--- src/rtl/load_store_unit_pkg.sv ---
// Shared definitions for the load/store unit: op codes, access sizes, FSM states.
package load_store_unit_pkg;

  localparam logic [1:0] MEM_DISABLE   = 2'b00;
  localparam logic [1:0] MEM_READ_SEXT = 2'b01;
  localparam logic [1:0] MEM_READ_ZEXT = 2'b10;
  localparam logic [1:0] MEM_WRITE     = 2'b11;

  localparam logic [1:0] SZ_BYTE    = 2'b00;
  localparam logic [1:0] SZ_HALF    = 2'b01;
  localparam logic [1:0] SZ_WORD    = 2'b10;
  localparam logic [1:0] SZ_ILLEGAL = 2'b11;

  localparam int LSU_TIMEOUT_DEFAULT = 8;

  typedef enum logic {
    ST_IDLE,
    ST_RD_WAIT
  } lsu_state_e;

  // Byte offset within the word after masking the address to the access size.
  function automatic logic [1:0] eff_offset(input logic [1:0] size, input logic [1:0] off);
    case (size)
      SZ_BYTE: return off;
      SZ_HALF: return {off[1], 1'b0};
      default: return 2'b00;
    endcase
  endfunction

endpackage

--- src/rtl/lsu_load_align.sv ---
// Selects the addressed byte/half/word lane of a RAM read word and sign- or
// zero-extends it to 32 bits. Purely combinational.
module lsu_load_align
  import load_store_unit_pkg::*;
(
  input  logic [31:0] mem_dout,
  input  logic [1:0]  off,
  input  logic [1:0]  size,
  input  logic        sign,
  output logic [31:0] data
);

  logic [7:0]  byte_lane;
  logic [15:0] half_lane;

  always_comb begin
    case (off)
      2'd0:    byte_lane = mem_dout[7:0];
      2'd1:    byte_lane = mem_dout[15:8];
      2'd2:    byte_lane = mem_dout[23:16];
      default: byte_lane = mem_dout[31:24];
    endcase
    half_lane = off[1] ? mem_dout[31:16] : mem_dout[15:0];

    case (size)
      SZ_BYTE: data = {{24{sign & byte_lane[7]}}, byte_lane};
      SZ_HALF: data = {{16{sign & half_lane[15]}}, half_lane};
      default: data = mem_dout;
    endcase
  end

endmodule

--- src/rtl/load_store_unit.sv ---
// Load/store unit driving the data-memory port of the SRAM wrapper.
// Optional: define LSU_MISALIGN_TRAP_EN to fault on misaligned half/word accesses
// instead of masking the low address bits.
module load_store_unit
  import load_store_unit_pkg::*;
#(
  parameter int TIMEOUT_CYCLES = LSU_TIMEOUT_DEFAULT
) (
  input  logic        clk,
  input  logic        reset,
  input  logic        req_valid,
  output logic        req_ready,
  input  logic [1:0]  req_op,
  input  logic [1:0]  req_size,
  input  logic [31:0] req_addr,
  input  logic [31:0] req_wdata,
  input  logic [4:0]  req_rd,
  output logic [31:0] mem_addr,
  output logic [31:0] mem_din,
  output logic [3:0]  mem_web,
  output logic        mem_en,
  input  logic [31:0] mem_dout,
  input  logic        mem_read_valid,
  input  logic        mem_not_ready,
  output logic        resp_valid,
  output logic [31:0] resp_data,
  output logic [4:0]  resp_rd,
  output logic        store_done,
  output logic        fault
);

  localparam int CNT_W = $clog2(TIMEOUT_CYCLES + 1);

  function automatic logic [3:0] store_web(input logic [1:0] size, input logic [1:0] off);
    case (size)
      SZ_BYTE: return 4'b0001 << off;
      SZ_HALF: return 4'b0011 << off;
      default: return 4'b1111;
    endcase
  endfunction

  function automatic logic [31:0] lane_replicate(input logic [1:0] size, input logic [31:0] w);
    case (size)
      SZ_BYTE: return {4{w[7:0]}};
      SZ_HALF: return {2{w[15:0]}};
      default: return w;
    endcase
  endfunction

  lsu_state_e        state_q, state_d;
  logic [CNT_W-1:0]  cnt_q, cnt_d;
  logic [1:0]        ld_size_q, ld_size_d;
  logic              ld_sign_q, ld_sign_d;
  logic [1:0]        ld_off_q, ld_off_d;
  logic [4:0]        ld_rd_q, ld_rd_d;
  logic              resp_valid_q, resp_valid_d;
  logic [31:0]       resp_data_q, resp_data_d;
  logic [4:0]        resp_rd_q, resp_rd_d;
  logic              store_done_q, store_done_d;
  logic              fault_q, fault_d;

  logic              is_load, is_store, size_ok, trap, accept, do_issue;
  logic [1:0]        eff_off;
  logic [31:0]       load_data;

  lsu_load_align u_align (
    .mem_dout (mem_dout),
    .off      (ld_off_q),
    .size     (ld_size_q),
    .sign     (ld_sign_q),
    .data     (load_data)
  );

  // Request decode and combinational issue onto the RAM port.
  always_comb begin
    is_store = (req_op == MEM_WRITE);
    is_load  = (req_op == MEM_READ_SEXT) || (req_op == MEM_READ_ZEXT);
    size_ok  = (req_size != SZ_ILLEGAL);
    eff_off  = eff_offset(req_size, req_addr[1:0]);
`ifdef LSU_MISALIGN_TRAP_EN
    trap = (is_load || is_store) && size_ok &&
           (((req_size == SZ_HALF) && req_addr[0]) ||
            ((req_size == SZ_WORD) && (req_addr[1:0] != 2'b00)));
`else
    trap = 1'b0;
`endif
    req_ready = reset && (state_q == ST_IDLE) && !mem_not_ready;
    accept    = req_valid && req_ready;
    do_issue  = accept && (is_load || is_store) && size_ok && !trap;
    mem_en    = do_issue;
    mem_addr  = {req_addr[31:2], 2'b00};
    mem_web   = (do_issue && is_store) ? store_web(req_size, eff_off) : 4'b0000;
    mem_din   = lane_replicate(req_size, req_wdata);
  end

  always_comb begin
    state_d      = state_q;
    cnt_d        = cnt_q;
    ld_size_d    = ld_size_q;
    ld_sign_d    = ld_sign_q;
    ld_off_d     = ld_off_q;
    ld_rd_d      = ld_rd_q;
    resp_valid_d = 1'b0;
    resp_data_d  = resp_data_q;
    resp_rd_d    = resp_rd_q;
    store_done_d = 1'b0;
    fault_d      = 1'b0;

    case (state_q)
      ST_IDLE: begin
        // MEM_DISABLE is swallowed here: accepted, but nothing happens.
        if (accept && (is_load || is_store)) begin
          if (!size_ok || trap) begin
            fault_d   = 1'b1;
            resp_rd_d = req_rd;
          end else if (is_store) begin
            store_done_d = 1'b1;
          end else begin
            state_d   = ST_RD_WAIT;
            cnt_d     = '0;
            ld_size_d = req_size;
            ld_sign_d = (req_op == MEM_READ_SEXT);
            ld_off_d  = eff_off;
            ld_rd_d   = req_rd;
          end
        end
      end
      ST_RD_WAIT: begin
        if (mem_read_valid) begin
          resp_valid_d = 1'b1;
          resp_data_d  = load_data;
          resp_rd_d    = ld_rd_q;
          state_d      = ST_IDLE;
        end else if (cnt_q == CNT_W'(TIMEOUT_CYCLES - 1)) begin
          // This cycle is the TIMEOUT_CYCLES-th spent waiting.
          fault_d   = 1'b1;
          resp_rd_d = ld_rd_q;
          cnt_d     = '0;
          state_d   = ST_IDLE;
        end else begin
          cnt_d = cnt_q + 1'b1;
        end
      end
      default: state_d = ST_IDLE;
    endcase
  end

  // Control and response registers.
  always_ff @(posedge clk) begin
    if (!reset) begin
      state_q      <= ST_IDLE;
      cnt_q        <= '0;
      resp_valid_q <= 1'b0;
      resp_data_q  <= '0;
      resp_rd_q    <= '0;
      store_done_q <= 1'b0;
      fault_q      <= 1'b0;
    end else begin
      state_q      <= state_d;
      cnt_q        <= cnt_d;
      resp_valid_q <= resp_valid_d;
      resp_data_q  <= resp_data_d;
      resp_rd_q    <= resp_rd_d;
      store_done_q <= store_done_d;
      fault_q      <= fault_d;
    end
  end

  // Captured load attributes are only meaningful in RD_WAIT, so they need no reset.
  always_ff @(posedge clk) begin
    ld_size_q <= ld_size_d;
    ld_sign_q <= ld_sign_d;
    ld_off_q  <= ld_off_d;
    ld_rd_q   <= ld_rd_d;
  end

  assign resp_valid = resp_valid_q;
  assign resp_data  = resp_data_q;
  assign resp_rd    = resp_rd_q;
  assign store_done = store_done_q;
  assign fault      = fault_q;

endmodule

--- config.mk ---
export PLATFORM = sky130hd
export DESIGN_NAME = load_store_unit
export DESIGN_NICKNAME = d
export VERILOG_FILES = /design/src/rtl/load_store_unit_pkg.sv /design/src/rtl/lsu_load_align.sv /design/src/rtl/load_store_unit.sv
export SDC_FILE = /design/constraint.sdc
export NUM_CORES = 1
export LEC_CHECK = 0
export BUFFER_PORTS_ARGS = -buffer_cell sky130_fd_sc_hd__buf_2
export CAP_MARGIN = 15
export CORE_MARGIN = 2
export CORE_UTILIZATION = 25
export CTS_CLUSTER_DIAMETER = 100
export DETAILED_ROUTE_END_ITERATION = 12
export PLACE_DENSITY = 0.56
export SLEW_MARGIN = 10
export SYNTH_ARGS = -nofsm -noshare
export SYNTH_HDL_FRONTEND = slang
export SYNTH_SLANG_ARGS = --single-unit
--- constraint.sdc ---
create_clock -name clk -period 2 [get_ports clk]
set_input_delay 0.1 -clock clk [delete_from_list [all_inputs] [get_ports clk]]
set_output_delay 0.1 -clock clk [all_outputs]
set_load 0.01 [all_outputs]
==> results of run 1 <==
==> cell families after synthesis <==
group | share of synthesized area [%]
adders and majority gates | 0.386
muxes | 13.2
AOI/OAI and AO/OA | 21.0
DFF | 37.1
and+or+nand+nor | 14.0
buffers and inverters | 13.6
other | 0.116
xor gates and xnor gates | 0.541
==> cells in the final DEF, fill, tap and decap left out, types with 3 or more instances in the layout <==
cell | Yosys | layout
dfxtp_1 | 45 | 45
buf_4 | 40 | 17
inv_1 | 9 | 9
nor2_1 | 11 | 11
buf_2 | 4 | 157
or3_1 | 3 | 3
nor3_1 | 11 | 11
nand2_1 | 42 | 42
mux2_2 | 21 | 21
a221oi_1 | 7 | 7
dlygate4sd3_1 | 0 | 5
o21ai_0 | 34 | 34
nand2b_1 | 3 | 3
mux2i_1 | 17 | 17
nand3_1 | 12 | 12
clkbuf_16 | 0 | 5
nor2b_1 | 7 | 7
a21oi_1 | 28 | 28
o31ai_1 | 5 | 5
edfxtp_1 | 10 | 10
a22o_1 | 4 | 4
a311oi_1 | 10 | 10
==> synth_stat cells, types with 2 or more instances <==
cell type | n | area (um2)
nand3_1 | 12 | 60.1
edfxtp_1 | 10 | 300
a22o_1 | 4 | 35.0
mux2_2 | 21 | 236
nand3b_1 | 2 | 15.0
buf_2 | 4 | 20.0
dfxtp_1 | 45 | 901
o22ai_1 | 2 | 12.5
o31ai_1 | 5 | 37.5
clkbuf_1 | 20 | 75.1
and2_1 | 2 | 12.5
inv_1 | 9 | 33.8
a41o_1 | 2 | 20.0
o41ai_1 | 2 | 17.5
nand2b_1 | 3 | 18.8
nand2_1 | 42 | 158
buf_4 | 40 | 300
or3_1 | 3 | 18.8
a311oi_1 | 10 | 87.6
mux2i_1 | 17 | 170
a21oi_1 | 28 | 140
xor2_1 | 2 | 17.5
nor2b_1 | 7 | 43.8
nor2_1 | 11 | 41.3
o21ai_0 | 34 | 170
o21a_1 | 2 | 15.0
a2111oi_0 | 2 | 17.5
a221oi_1 | 7 | 61.3
nor3_1 | 11 | 55.1
==> routing by layer <==
metal	share of wire [%]	vias to the layer above	global-route usage, %
li1	-	1542	-
met1	44	1521	18.6
met2	47	153	23.8
met3	8.6	24	4.12
met4	1.1	0	3.24
met5	0	-	0
==> final cells by class <==
type,instances,area share [%]
clock buffers,5,3.00
clock inverters,3,0.600
inverters,9,0.810
multi-input cells,244,38.5
flip-flops and latches,55,28.8
well taps,172,5.16
repair buffers,179,23.1
==> worst max-delay path, stage by stage, from the launching register on <==
cell and delay (ps):
edfxtp_1 390, mux4_2 540, or2_4 270, a41oi_4 190, buf_4 230, a21oi_1 90
==> worst min-delay path by stage <==
stage	startpoint	end	slack, ps	cells after the start
floorplan	req_rd[0]	ld_rd_q[0]	200	0
global placement	req_addr[10]	mem_addr[10]	200	0
detailed placement	req_addr[10]	mem_addr[10]	200	0
CTS	req_size[0]	ld_size_q[0]	50	1
global route	req_size[0]	ld_size_q[0]	70	1
finish	req_size[0]	ld_size_q[0]	50	1
==> metrics by stage <==
| stage | hold WS (ps) | setup slack [ps] | power, uW | std cells | utilization [%] |
|---|---|---|---|---|---|
| 2_1_floorplan | 199 | 263 | 1460 | 373 | - |
| 3_3_place_gp | 200 | 224 | 1600 | 654 | 31.4 |
| 3_5_place_dp | 200 | 169 | 1600 | 654 | 31.4 |
| 4_1_cts | 53.0 | 157 | 2520 | 667 | 33.0 |
| 5_1_grt | 67.8 | 107 | 2590 | 667 | 33.0 |
| 6_report | 50.4 | 184 | 2490 | 667 | 33.0 |
==> state kept, by name, summed over array words and instances, names as in the netlist <==
name        cells
fault           1
resp_valid      1
store_done      1
ld_size_q       2
ld_off_q        2
resp_data      32
ld_rd_q         5
resp_rd         5
state_q         1
ld_sign_q       1
cnt_q           4
==> power by group through the flow <==
stage                     logic, uW  registers, uW  clock network, uW
after floorplan                 279           1180                  0
after global placement          417           1180                  0
after detailed placement        421           1180                  0
after CTS                       431           1150                936
after global routing            467           1160                967
final                           429           1150                907
==> what timing repair did <==
action | 4_1_cts | 5_1_grt
setup endpoints to repair | 0 | 1
hold endpoints to repair | 5 | 0
resized for setup | 0 | 1
hold buffers | 5 | 0
==> impl_results.md, run 1 <==
- Status: finished clean
- Hold Path Class: in -> reg
- Die width: 118 um
- Layout area overhead: 28.7%
- Setup TNS Final: 0 ps
- Fin area: 0.00417 mm2
- Io pins: 220
- Sequential Power Share: 46.4%
- Tcrit/Tclk final: 90.8%
- Worst Setup Start Kind: flip-flop
- Vias in the first global route: 3127
- Synth warnings: 0
- DP HPWL: 8050 um
- GR Overflow Total: 0
- Htree depth: 2
- WL final: 10500 um
- Crit path kind: reg -> reg
- Leak pwr: 0.00192 uW
- Worst Path Max Fanout: 16
- FF-to-FF path depth: 5
- RSZ-0062 raised after global routing: false
- Sequential area share after synthesis: 37.1%
- Vias: 3240
- CTS tree: yes
- Register area: 0.00120 mm2
- Share of layout cells above drive strength 1: 42.0%
- Synth Flop Type: dfxtp_1
- Multi-input logic area: 0.00161 mm2
- Pin count of the biggest net entering global routing: 37
- Internal Power: 1820 uW
- 1st-pass router iterations: 4
- Worst Tran Pin Value: 494 ps
- Total track usage: 14.4%
- Netlist area before placement: 0.00324 mm2
- Vias per inst: 4.86
- Clk pin slew, worst setup/hold paths: 80 ps
- Worst Setup EP: resp_data[25]
- CTS root buf: clkbuf_16
- Row Count: 41
- Core Region: 0.0126 mm2
- Avg Inst Size Synth: 8.71 um2
- Placement Cell Area: 0.00397 mm2
- Sw power: 673 uW
- Final Skew: 11.8 ps
- R2r endpoint: resp_data[25]
- Post-synth EDFFs: 10
- Max-Cap Viols: 0
- Worst Setup SP: ld_off_q[0]
- Final Hold Fails: 0
- PD cells: 597 mW/mm2
- Latest clock arrival within the worst-skew pair: 300 ps
- Routed length per instance: 15.7 um
- Setup Fix Bufs, Post-CTS: 0
- Initial antenna violation count: 0
- Post-Syn Instances: 372
- Buffers on Ports: 157
- Max transition margin: 66.8%
- Seq cells post-synth: 55
- Filler cell count: 1380
- Final antenna-violating net count: 0
- Chip height: 118 um
- Layout Nets: 605
- Clock power frac: 36.4%
- Switching share of power: 27.0%
- Die ar.: 0.0139 mm2
- Max IR drop VDD: 412 uV
- Total CTS buffers: 5
- Starting Density: 25.7%
- Worst flop-to-flop path startpoint: ld_off_q[0]
- DRC violation count after routing: 0
- Worst path required time: 2190 ps
- Fin crit period: 1820 ps
- Crit end category: flip-flop
- Peak Freq: 0.551 GHz
- N_diodes: 0
- GP Congestion: 0.829
- Worst R2R Setup Slack: 180 ps
- Async SR Flop Fraction: 0%
- Slew Viols, Final: 0
- Critical path arrival: 2000 ps
- Clock Sinks: 55
- 1st-iter DRT viols: 225
- CTS Buffer Depth: 2
- Final setup vio count: 0
- First-pass GRT wire length: 16300 um
- Synth unique cells: 42
- Combinational share of power: 17.2%
Power figures use the tool's default switching activity.
==> run 2, diff against run 1 <==
CELL_PAD_IN_SITES_DETAIL_PLACEMENT = 1   (was unset)
CELL_PAD_IN_SITES_GLOBAL_PLACEMENT = 1   (was unset)
CTS_BUF_LIST = sky130_fd_sc_hd__clkbuf_4 sky130_fd_sc_hd__clkbuf_8   (was unset)
PLACE_DENSITY = 0.75   (was 0.56)
==> impl_results.md, run 2 (synthesized netlist as in run 1, its figures left out) <==
- Clock Sinks: 55 (unchanged)
- Max-Cap Viols: 0 (unchanged)
- Final antenna-violating net count: 0 (unchanged)
- Initial antenna violation count: 0 (unchanged)
- Leak pwr: 0.00191 uW (-1.0%)
- Tcrit/Tclk final: 92.4% (+1.6 points)
- Layout Nets: 606 (+0.17%)
- Total track usage: 16.1% (+1.7 points)
- Setup TNS Final: 0 ps (unchanged)
- Worst Setup Start Kind: flip-flop
- Routed length per instance: 17.0 um (+8.2%)
- Total CTS buffers: 5 (unchanged)
- Chip height: 118 um (unchanged)
- DP HPWL: 8910 um (+11%)
- Routed wl met2: 5440 um (+12%)
- Clk pin slew, worst setup/hold paths: 110 ps (+30 ps)
- Hold Startpoint: mem_dout[24]
- Vias in the first global route: 3421 (+9.4%)
- R2r endpoint: resp_data[16]
- Io pins: 220 (unchanged)
- Vias per inst: 4.89 (+0.59%)
- CTS root buf: clkbuf_8
- Worst Path Max Fanout: 16 (unchanged)
- Worst Setup SP: ld_off_q[0]
- Critical path arrival: 2070 ps (+70 ps)
- Worst R2R Setup Slack: 150 ps (-30 ps)
- Core Region: 0.0126 mm2 (unchanged)
- DR WL met3: 802 um (-10%)
- Top Layer Used: met4
- Crit path kind: reg -> reg
- Filler cell count: 1575 (+14%)
- RSZ-0062 raised after global routing: false
- CTS tree: yes
- 1st-pass router iterations: 5 (+1)
- Total power: 2270 uW (-8.8%)
- DRC violation count after routing: 0 (unchanged)
- WHS Endpoint: resp_data[24]
- Slew Viols, Final: 0 (unchanged)
- Worst flop-to-flop path startpoint: ld_off_q[0]
- Final Hold Fails: 0 (unchanged)
- Status: finished clean
- Vias: 3264 (+0.74%)
- Worst path required time: 2230 ps (+40 ps)
- Commonest non-fill, non-tap cell in the layout: buf_2
- Layout area overhead: 27.3%
- Fin crit period: 1850 ps (+32.2 ps)
- WL final: 11300 um (+8.3%)
- Buffers on Ports: 157 (unchanged)
- First-pass GRT wire length: 18000 um (+10%)
- Max IR drop VDD: 261 uV (-37%)
- Die width: 118 um (unchanged)
- GP Congestion: 0.862 (+4.0%)
- Row Count: 41 (unchanged)
- 1st-iter DRT viols: 247 (+9.8%)
- N_diodes: 0 (unchanged)
- Hold Path Class: in -> reg
- Latest clock arrival within the worst-skew pair: 330 ps (+30 ps)
- Commonest cells after routing, fill and taps aside: buf_2, dfxtp_1, nand2_1, o21ai_0, a21oi_1
- Routed metal-1 wire length: 4770 um (+4.2%)
- Hold Crit Depth: 3 (+2)
- Worst Tran Pin Value: 529 ps (+34.7 ps)
- Pin count of the biggest net entering global routing: 36 (-2.7%)
- Share of layout cells above drive strength 1: 42.1% (+0.12 points)
- Final Skew: 16.2 ps (+4.39 ps)
- Peak Freq: 0.541 GHz (-1.7%)
- Crit end category: flip-flop
- Starting Density: 25.7% (unchanged)
- Number of flip-flops in the largest register: 32 (unchanged)
- PD cells: 551 mW/mm2 (-7.7%)
- Htree depth: 2 (unchanged)
- FF-to-FF path depth: 5 (unchanged)
- Max transition margin: 64.5% (-2.3 points)
- Die ar.: 0.0139 mm2 (unchanged)
- Final setup vio count: 0 (unchanged)
- GR Overflow Total: 0 (unchanged)
- CTS Buffer Depth: 2 (unchanged)
[run 2: changes by cell type in the layout (fill, tap and decap cells not counted)]
cell,change
clkbuf_16,-5
clkbuf_8,+5
inv_6,-2
buf_4,+1
clkinv_4,+1
inv_8,+1
[run 2: how the worst max path moves through the flow]
stage	to	cells past startpoint
after floorplan	resp_data[20]	5
after global placement	resp_data[19]	5
after detailed placement	resp_data[22]	5
after CTS	mem_web[1]	5
after global routing	mem_web[1]	5
final	resp_data[16]	5
[run 2: per-stage QoR]
step / util (%) / area (um2) / instances / hold WS, ps / setup slack, ps
6_report: 32.7 / 4120 / 668 / 30.4 / 152
5_1_grt: 32.7 / 4120 / 668 / 25.8 / 19.7
4_1_cts: 32.6 / 4110 / 667 / 13.7 / 55.4
3_5_place_dp: 31.4 / 3970 / 654 / 200 / 142
3_3_place_gp: 31.4 / 3970 / 654 / 200 / 230
2_1_floorplan: - / 3240 / 373 / 199 / 263
[run 2: per-layer routing]
layer / vias to the layer above / GRT usage (%)
met4: 0 / 5.72
met2: 148 / 27.6
met3: 35 / 3.97
met5: - / 0
li1: 1548 / -
met1: 1533 / 19.5
[run 2: layout make-up]
| class | instances | area [um2] | area share, % |
|---|---|---|---|
| timing repair buffer | 180 | 971 | 23.5 |
| clock inverter | 3 | 27.5 | 0.667 |
| tap | 172 | 215 | 5.22 |
| sequential | 55 | 1200 | 29.1 |
| clock buffer | 5 | 68.8 | 1.67 |
| multi-input combinational | 244 | 1610 | 39.0 |
| inverter | 9 | 33.8 | 0.819 |
[run 2: critical path: stages (launching register included)]
cell and delay [ps]:
edfxtp_1 400, mux4_2 560, or2_4 270, a41oi_4 180
buf_4 240, a21oi_1 90
[run 2: what timing repair did]
action,4_1_cts,5_1_grt
hold buffers,5,0
buffers inserted,0,1
endpoints found under the setup margin,0,4
resized for setup,0,1
endpoints found under the hold margin,5,0
[run 2: power breakdown]
group          leakage (uW)  switching [uW]  internal [uW]
combinational       0.00141             237            202
clock             0.0000463             418            258
sequential         0.000450            12.1           1150
total               0.00191             667           1610
